==> config.mk <==
export PLATFORM = sky130hd
export DESIGN_NAME = muldiv_unit
export DESIGN_NICKNAME = d
export VERILOG_FILES = /design/src/rtl/muldiv_unit.sv
export SDC_FILE = /design/constraint.sdc
export NUM_CORES = 1
export LEC_CHECK = 0
export ABC_AREA = 1
export CAP_MARGIN = 25
export CORE_MARGIN = 2
export CORE_UTILIZATION = 38
export DETAILED_ROUTE_END_ITERATION = 16
export PLACE_DENSITY = 0.65
export SKIP_LAST_GASP = 1
export SLEW_MARGIN = 20
export SYNTH_ARGS = -nofsm -noshare
export SYNTH_HDL_FRONTEND = slang
export SYNTH_SLANG_ARGS = --single-unit
==> constraint.sdc <==
create_clock -name clk -period 3.45 [get_ports clk]
set_input_delay 0.345 -clock clk [delete_from_list [all_inputs] [get_ports clk]]
set_output_delay 0.345 -clock clk [all_outputs]
set_load 0.02 [all_outputs]
==> src/rtl/muldiv_unit.sv <==
// muldiv_unit: iterative RV32M multiply/divide unit, 32 RUN cycles per op; `MULDIV_FASTPATH_EN enables the single-cycle special-case path
module muldiv_unit (
    input  logic        clk,
    input  logic        rst_n,
    input  logic [31:0] instruction,
    input  logic [31:0] op_a,
    input  logic [31:0] op_b,
    input  logic        in_valid,
    input  logic        flush,
    output logic        is_muldiv,
    output logic        busy,
    output logic        done,
    output logic [31:0] result
);
    localparam logic [6:0] OPC_ARI_RTYPE = 7'b0110011;
    typedef enum logic [1:0] {IDLE, RUN, DONE} state_t;
    state_t state, state_nx;
    logic [4:0] cnt;
    logic [63:0] acc, acc_nx, prod;
    logic [31:0] opnd, spec_val, in_spec_val, in_a_mag, in_b_mag, q_f, r_f, fin;
    logic [2:0] f3, in_f3;
    logic neg_q, neg_r, spec, in_sa, in_sb, div0, ovf, in_spec, in_fast, accept;
    logic [32:0] sum;
    logic [33:0] diff;
    logic unused;
    assign unused = ^{instruction[24:15], instruction[11:7], diff[32]};
    assign in_f3 = instruction[14:12];
    assign is_muldiv = instruction[6:0] == OPC_ARI_RTYPE && instruction[31:25] == 7'b0000001;
    assign in_sa = op_a[31] & (in_f3[2] ? ~in_f3[0] : ^in_f3[1:0]);
    assign in_sb = op_b[31] & (in_f3[2] ? ~in_f3[0] : in_f3[1:0] == 2'b01);
    assign in_a_mag = in_sa ? -op_a : op_a;
    assign in_b_mag = in_sb ? -op_b : op_b;
    assign div0 = in_f3[2] & op_b == 32'd0;
    assign ovf = in_f3[2] & ~in_f3[0] & op_a == 32'h8000_0000 & op_b == 32'hFFFF_FFFF;
    assign in_spec = div0 | ovf;
    assign in_spec_val = div0 ? (in_f3[1] ? op_a : 32'hFFFF_FFFF)
                       : ovf ? (in_f3[1] ? 32'd0 : 32'h8000_0000) : 32'd0;
`ifdef MULDIV_FASTPATH_EN
    assign in_fast = in_spec | (~in_f3[2] & (op_a == 32'd0 | op_b == 32'd0));
`else
    assign in_fast = 1'b0;
`endif
    assign accept = state == IDLE & in_valid & is_muldiv & ~flush;
    assign busy = state != IDLE;
    assign done = state == DONE & ~flush;
    // one shift-add or restoring-divide step, plus sign fix-up of the final step
    always_comb begin
        sum = {1'b0, acc[63:32]} + (acc[0] ? {1'b0, opnd} : 33'd0);
        diff = {1'b0, acc[63:31]} - {2'b00, opnd};
        acc_nx = f3[2] ? (diff[33] ? {acc[62:0], 1'b0} : {diff[31:0], acc[30:0], 1'b1})
                       : {sum, acc[31:1]};
        prod = neg_q ? -acc_nx : acc_nx;
        q_f = neg_q ? -acc_nx[31:0] : acc_nx[31:0];
        r_f = neg_r ? -acc_nx[63:32] : acc_nx[63:32];
        fin = spec ? spec_val
            : f3[2] ? (f3[1] ? r_f : q_f)
            : (f3[1:0] == 2'b00 ? prod[31:0] : prod[63:32]);
    end
    // state register
    always_ff @(posedge clk or negedge rst_n) begin
        if (!rst_n) state <= IDLE;
        else state <= state_nx;
    end
    // next state: IDLE -> RUN (or DONE on fast path) -> DONE -> IDLE, flush aborts
    always_comb begin
        state_nx = state == IDLE ? (accept ? (in_fast ? DONE : RUN) : IDLE)
                 : state == RUN ? (flush ? IDLE : (cnt == 5'd31 ? DONE : RUN))
                 : IDLE;
    end
    // operand latch at accept, iteration while running
    always_ff @(posedge clk or negedge rst_n) begin
        if (!rst_n) begin
            cnt <= 5'd0;
            acc <= 64'd0;
            opnd <= 32'd0;
            f3 <= 3'd0;
            neg_q <= 1'b0;
            neg_r <= 1'b0;
            spec <= 1'b0;
            spec_val <= 32'd0;
        end else if (accept) begin
            cnt <= 5'd0;
            acc <= {32'd0, in_f3[2] ? in_a_mag : in_b_mag};
            opnd <= in_f3[2] ? in_b_mag : in_a_mag;
            f3 <= in_f3;
            neg_q <= in_sa ^ in_sb;
            neg_r <= in_sa;
            spec <= in_spec;
            spec_val <= in_spec_val;
        end else if (state == RUN) begin
            cnt <= cnt + 5'd1;
            acc <= acc_nx;
        end
    end
    // result only changes when entering DONE
    always_ff @(posedge clk or negedge rst_n) begin
        if (!rst_n) result <= 32'd0;
        else if (accept & in_fast) result <= in_spec_val;
        else if (state == RUN & ~flush & cnt == 5'd31) result <= fin;
    end
endmodule

## Yosys cells after proc, flatten, opt, wreduce, memory -nomap -nowiden

Index checks and enable logic that the tools add are counted.

- Add/subtract/negate cells: 8
- Multipliers: 0
- Div/mod/pow operators: 0
- Order comparisons: 0
- Eq/ne operators: 8
- Shifts and indexed selects: 0
- Mux-type cells: 29
- Bitwise operators: 16
- Reductions and logical operators: 7

Operators with widths:

| operator | count |
|---|---|
| two-way mux 32 bit | 15 |
| two-way mux 64 bit | 5 |
| negator 32 bit | 4 |
| equality test 32 bit, second input constant | 2 |
| negator 64 bit | 1 |
| subtractor 33 x 32 -> 34 bit | 1 |
| adder 32 x 32 -> 33 bit | 1 |
| zero test 32 bit | 1 |
| bitwise AND 1 bit | 12 |
| two-way mux 5 bit | 2 |
| two-way mux 2 bit | 4 |
| equality test 7 x 1 -> 1 bit, second input constant | 1 |
| equality test 7 x 6 -> 1 bit, second input constant | 1 |
| adder 5 x 1 -> 5 bit, second input constant | 1 |
| equality test 5 bit, second input constant | 1 |
| equality test 2 x 1 -> 1 bit, second input constant | 2 |
| zero test 2 bit | 2 |
| nonzero test 2 bit | 2 |
| two-way mux 1 bit | 3 |
| equality test 2 bit, second input constant | 1 |
| NOT 1 bit | 2 |
| parity 2 bit | 1 |
| logical AND 1 bit | 1 |
| OR 1 bit | 1 |
| bitwise XOR 1 bit | 1 |

- Flip-flop bits (word level): 173
- Bits in latches: 0
- Bits in writable memories: 0
- ROM bits: 0
- Bits of input ports: 100
- Output and inout port bits: 35
- Memories kept: 0

## Depth between registers and ports, before layout

- Word-level depth: 8
- Mapped depth: 36
- Gate-level depth less buffers: 34

## Least setup slack after synthesis

OpenSTA, ideal clock, no wires.

- Kind: reg-to-reg
- From: register acc[33]
- To: register result[28]
- Data arrival time: 3620 ps
- Setup slack: -287 ps
- Stages on the path, launching flop included: 33
- Path buffers: 2
- Clock period less this slack: 3737 ps
- Cell sequence: dfrtp_1 > ha_1 > buf_2 > nand2_1 > nand2_1 > nand2_1 > nand2_1 > nand2_1 > nand3_2 > nand2_2 > nand2_4 > nand2_4 > buf_6 > nand3_2 > o21ai_2 > ha_1 > nand3_1 > nor2_1 > nand4_1 > nor3_2 > nand2_1 > nor2_2 > nand3b_1 > nor2_2 > nand2_1 > nor2_2 > nand3_1 > nand3_1 > nand3_1 > nand2_1 > nand3_1 > nand2_1 > nand2_1

- Word-level cells in the longest chain between the ends: 8

Ends and longest elaborated chain:

| element | line | source |
|---|---|---|
| start, declared | 19 | `logic [63:0] acc, acc_nx, prod;` |
| start signal, assigned | 83 | `acc <= {32'd0, in_f3[2] ? in_a_mag : in_b_mag};` |
| start signal, assigned | 92 | `acc <= acc_nx;` |
| subtractor 33 x 32 -> 34 bit | 49 | `diff = {1'b0, acc[63:31]} - {2'b00, opnd};` |
| two-way mux 64 bit | 50 | `acc_nx = f3[2] ? (diff[33] ? {acc[62:0], 1'b0} : {diff[31:0], acc[30:0], 1'b1})` |
| two-way mux 64 bit (*) | 50 |  |
| negator 64 bit, or another cell as far along | 52 | `prod = neg_q ? -acc_nx : acc_nx;` |
| two-way mux 64 bit, or another cell as far along | 52 |  |
| two-way mux 32 bit, on equally long branches | 57, 56 |  |
| two-way mux 32 bit (*) | 56 | `: f3[2] ? (f3[1] ? r_f : q_f)` |
| two-way mux 32 bit (*) | 55 | `fin = spec ? spec_val` |
| end signal, assigned | 98 | `else if (accept & in_fast) result <= in_spec_val;` |
| end signal, assigned | 99 | `else if (state == RUN & ~flush & cnt == 5'd31) result <= fin;` |
| end, declared | 13 | `output logic [31:0] result` |

Mark *: on every way between the ends. The rest lies on a longest branch, timed or not.
A chain may end at the register's enable or synchronous reset.

## Final worst setup path

- From: register opnd[14]
- To: register result[12]

- Word-level cells in the longest chain between the ends: 8

Ends and longest elaborated chain:

| element | line | source |
|---|---|---|
| start, declared | 20 | `logic [31:0] opnd, spec_val, in_spec_val, in_a_mag, in_b_mag, q_f, r_f, fin;` |
| start signal, assigned | 84 | `opnd <= in_f3[2] ? in_b_mag : in_a_mag;` |
| subtractor 33 x 32 -> 34 bit (*) | 49 |  |
| two-way mux 64 bit (*) (2 in a row) | 50 |  |
| negator 64 bit, or another cell as far along | 52 |  |
| two-way mux 64 bit, or another cell as far along | 52 |  |
| two-way mux 32 bit, on equally long branches | 57, 56 |  |
| two-way mux 32 bit (*) | 56 |  |
| two-way mux 32 bit (*) | 55 |  |

Marks and branches as above.

==> impl_metrics.py <==
metrics = {
    "drt": {
        "dr_wl_met3_mm": 9.16,
        "top_layer_used": "met5",
        "wirelength_mm": 95.9,
        "dr.first_iter.drc_count": 2981,
        "vias_per_cell": 5.43,
        "avgRoutedWirePerCell_um": 20.7,
        "via_count": 25100,
        "wl_met1_mm": 39.5,
        "route.detailed.drc": 0,
        "ant_nets": 0,
        "dr.pass1.iters": 6,
        "wl_met2_mm": 41.1,
    },
    "logic_synthesis": {
        "async_reset_ff_share_pct": 100,
        "synth_area_leaders": "dfrtp_1 22%, nand2_1 19%, inv_1 9.9%",
        "avgSynthCellArea_um2": 5.89,
        "netlist.area_leader.share_pct": 22.2,
        "synthFlopType": "dfrtp_1",
        "synth_largest_area_cell": "dfrtp_1",
        "synthAdderAreaFrac_pct": 4.82,
        "synth-seq-cells": 173,
        "yosysWarnings": 0,
        "synth_mux_area_share_pct": 0,
        "yosysUniqueCellTypes": 56,
        "synth-edff-count": 0,
        "synth_xor_area_share_pct": 5.25,
        "synth_top_family_by_area": "simple AND/OR/NAND/NOR gates",
        "syn_area_um2": 19500,
        "postSynthCellCount": 3317,
        "postSynthNetCount": 3491,
        "synth_compound_area_share_pct": 15.5,
        "synth-simple-area-share_pct": 39.1,
        "ys_seq_area_share_pct": 22.2,
    },
    "setup_path": {
        "crit_path_start_kind": "register",
        "path_max_fanout": 3,
        "crit_slowest_cell": "dfrtp_1",
        "worstPathArrival_ns": 4.22,
        "critPathKind": "register to register",
        "required_ns": 3.85,
        "crit_top_cell": "nand2_1",
        "worstSetupEndpointType": "register",
        "slowest_delay_ns": 0.39,
    },
    "timing": {
        "fmax_mhz": 262,
        "post-route-min-period_ns": 3.81,
        "clock_skew_ns": 0.0169,
        "report.final.setup_viol": 29,
        "rsz0062_at_grt": "true",
        "tns_ns": -6.25,
        "tightest_slew_ns": 0.895,
        "period_share_pct": 110,
        "hold_violations": 0,
        "drv_slew": 0,
        "fin_ws_ns": -0.361,
        "relSlewSlack_pct": 39.7,
    },
    "placed_design": {
        "dp_cells": 4533,
        "gp_congestion": 1.04,
        "io_buffers": 119,
        "hpwl_mm": 75.3,
    },
    "cts": {
        "path_clk_slew_ns": 0.09,
        "htree_levels": 4,
        "tritoncts": "built",
        "clock_path_buffers": 2,
        "cts_inserted_buffers": 17,
        "root_buffer": "clkbuf_16",
        "clock_latency_ns": 0.51,
        "cts.sink_count": 173,
    },
    "floorplan": {
        "dieArea_um2": 53200,
        "die_w_um": 231,
        "die-height_um": 231,
        "coreArea_um2": 51100,
        "initial_core_util_pct": 38.2,
        "io_pins": 135,
        "rows": 83,
    },
    "finish": {
        "drive_gt1_share_pct": 28.0,
        "final_common_cell": "nand2_1",
        "nets": 4115,
        "layout.cells.non_filler": 4634,
        "final_cell_mix": "867 x nand2_1, 575 x buf_4, 477 x inv_1",
        "antenna_cells": 0,
        "fillers": 5078,
        "syn_to_final_growth_pct": 44.9,
    },
    "worst_hold_path": {
        "hold_class": "primary input to async pin",
    },
    "outcome": {
        "failed_checks": "negative setup slack",
        "status": "complete, but fails checks",
    },
    "flow_run": {
        "cap_violations": 0,
    },
    "power_and_ir_drop": {
        "p_leak_nw": 14.2,
        "p_per_area_nw_per_um2": 359,
        "vdd_drop_max_uv": 371,
    },
    "grt": {
        "grt_overflow": 0,
        "grt_pass1_vias": 23400,
        "grt_antenna_before_repair": 2,
        "grt_max_degree": 79,
        "track_usage_pct": 35.4,
        "grt_pass1_wl_mm": 141,
    },
}
==> area by class of cell <==
type | instances | area [um2] | share of cell area [%]
Tap cell | 680 | 851 | 3.01
Inverter | 530 | 1990 | 7.03
Clock inverter | 14 | 168 | 0.592
Timing Repair Buffer | 725 | 5950 | 21.0
Clock buffer | 18 | 439 | 1.55
Sequential cell | 173 | 4340 | 15.3
Multi-Input combinational cell | 2494 | 14600 | 51.5
==> Yosys cell counts (3+ instances only) <==
library cell / instances
nand2_1: 1000
inv_1: 514
nor2_1: 311
nand3_1: 273
o21ai_0: 176
dfrtp_1: 173
a21oi_1: 140
xor2_1: 86
clkbuf_1: 76
ha_1: 72
o22ai_1: 57
nand4_1: 51
nor3_1: 42
xnor2_1: 31
o221ai_1: 29
nor2_2: 25
nand2_2: 19
nand3b_1: 18
a22oi_1: 17
buf_2: 17
o211ai_1: 17
or2_2: 15
a31oi_1: 14
o21bai_1: 14
inv_2: 13
nor4_1: 12
o21ai_1: 12
buf_1: 9
buf_6: 9
buf_4: 7
nand3_2: 7
o21a_1: 7
o31ai_1: 7
nand2_4: 4
o2111ai_1: 4
a21o_1: 3
a21oi_2: 3
a221oi_1: 3
and2_1: 3
clkinv_1: 3
nor2_4: 3
o21ai_2: 3
==> power by group <==
group	total (W)	switching (W)	internal, W
clock network	0.00208	0.00108	0.000998
logic	0.00583	0.00336	0.00247
registers	0.00224	0.000104	0.00213
==> sequential cells by signal, indices dropped and copies added (netlist names) <==
name	count
neg_r	1
opnd	32
f3	3
spec_val	32
state	2
acc	64
spec	1
neg_q	1
result	32
cnt	5
==> cells by family (layout without fill, tap and decap cells) <==
group | after synthesis | in the layout
and+or+nand+nor | 1790 | 1790
buffers and inverters | 650 | 1287
AOI/OAI and AO/OA | 513 | 513
DFF | 173 | 173
xor gates and xnor gates | 117 | 117
adders and majority gates | 74 | 74
==> per-layer routing <==
layer	track usage (%)	vias up
met2	53.6	1304
li1	-	11900
met5	0	-
met3	6.26	258
met4	19.8	2
met1	47.5	11700
==> path summary, 6_finish.rpt <==
path / startpoint / to / slack, ns / cells past startpoint
min in group clk: result[10]$_DFFE_PN0P_ / result[10]$_DFFE_PN0P_ / 0.48 / 2
max in group asynchronous: rst_n / neg_q$_DFFE_PN0P_ / 2.02 / 3
max: opnd[14]$_DFFE_PN0P_ / result[12]$_DFFE_PN0P_ / -0.36 / 30
min: rst_n / result[30]$_DFFE_PN0P_ / 0.47 / 2
max reg2reg: opnd[14]$_DFFE_PN0P_ / result[12]$_DFFE_PN0P_ / -0.36 / 30
min reg2reg: result[10]$_DFFE_PN0P_ / result[10]$_DFFE_PN0P_ / 0.48 / 2
==> worst max-delay path, delay by kind of cell (launching register included) <==
kind / cells / cell delay, ns
compound gates: 3 / 0.32
fa+ha+maj: 2 / 0.39
buf+inv: 4 / 0.44
flops: 1 / 0.39
simple gates: 21 / 2.16
==> through the flow <==
stage | hold WS [ns] | util [%] | power (W) | setup slack, ns | area (um2)
after floorplan | 0.0494 | - | 0.00455 | -0.224 | 19600
after global placement | 0.456 | 49.2 | 0.00705 | -0.457 | 25200
after detailed placement | 0.465 | 49.2 | 0.00705 | -0.478 | 25200
after CTS | 0.486 | 53.3 | 0.00964 | -0.237 | 27200
after global routing | 0.501 | 55.4 | 0.0106 | -0.676 | 28300
final | 0.466 | 55.4 | 0.0102 | -0.361 | 28300
==> repair_timing <==
action                                  CTS  global route
cloned                                    1             1
endpoints found under the setup margin   31            32
gates resized for setup                 285           216
endpoints found under the hold margin    75             0
pin swaps                                82           111
hold buffers                              1             0
setup buffers                            31            35
No activity file was read; power rests on OpenSTA's default activity.
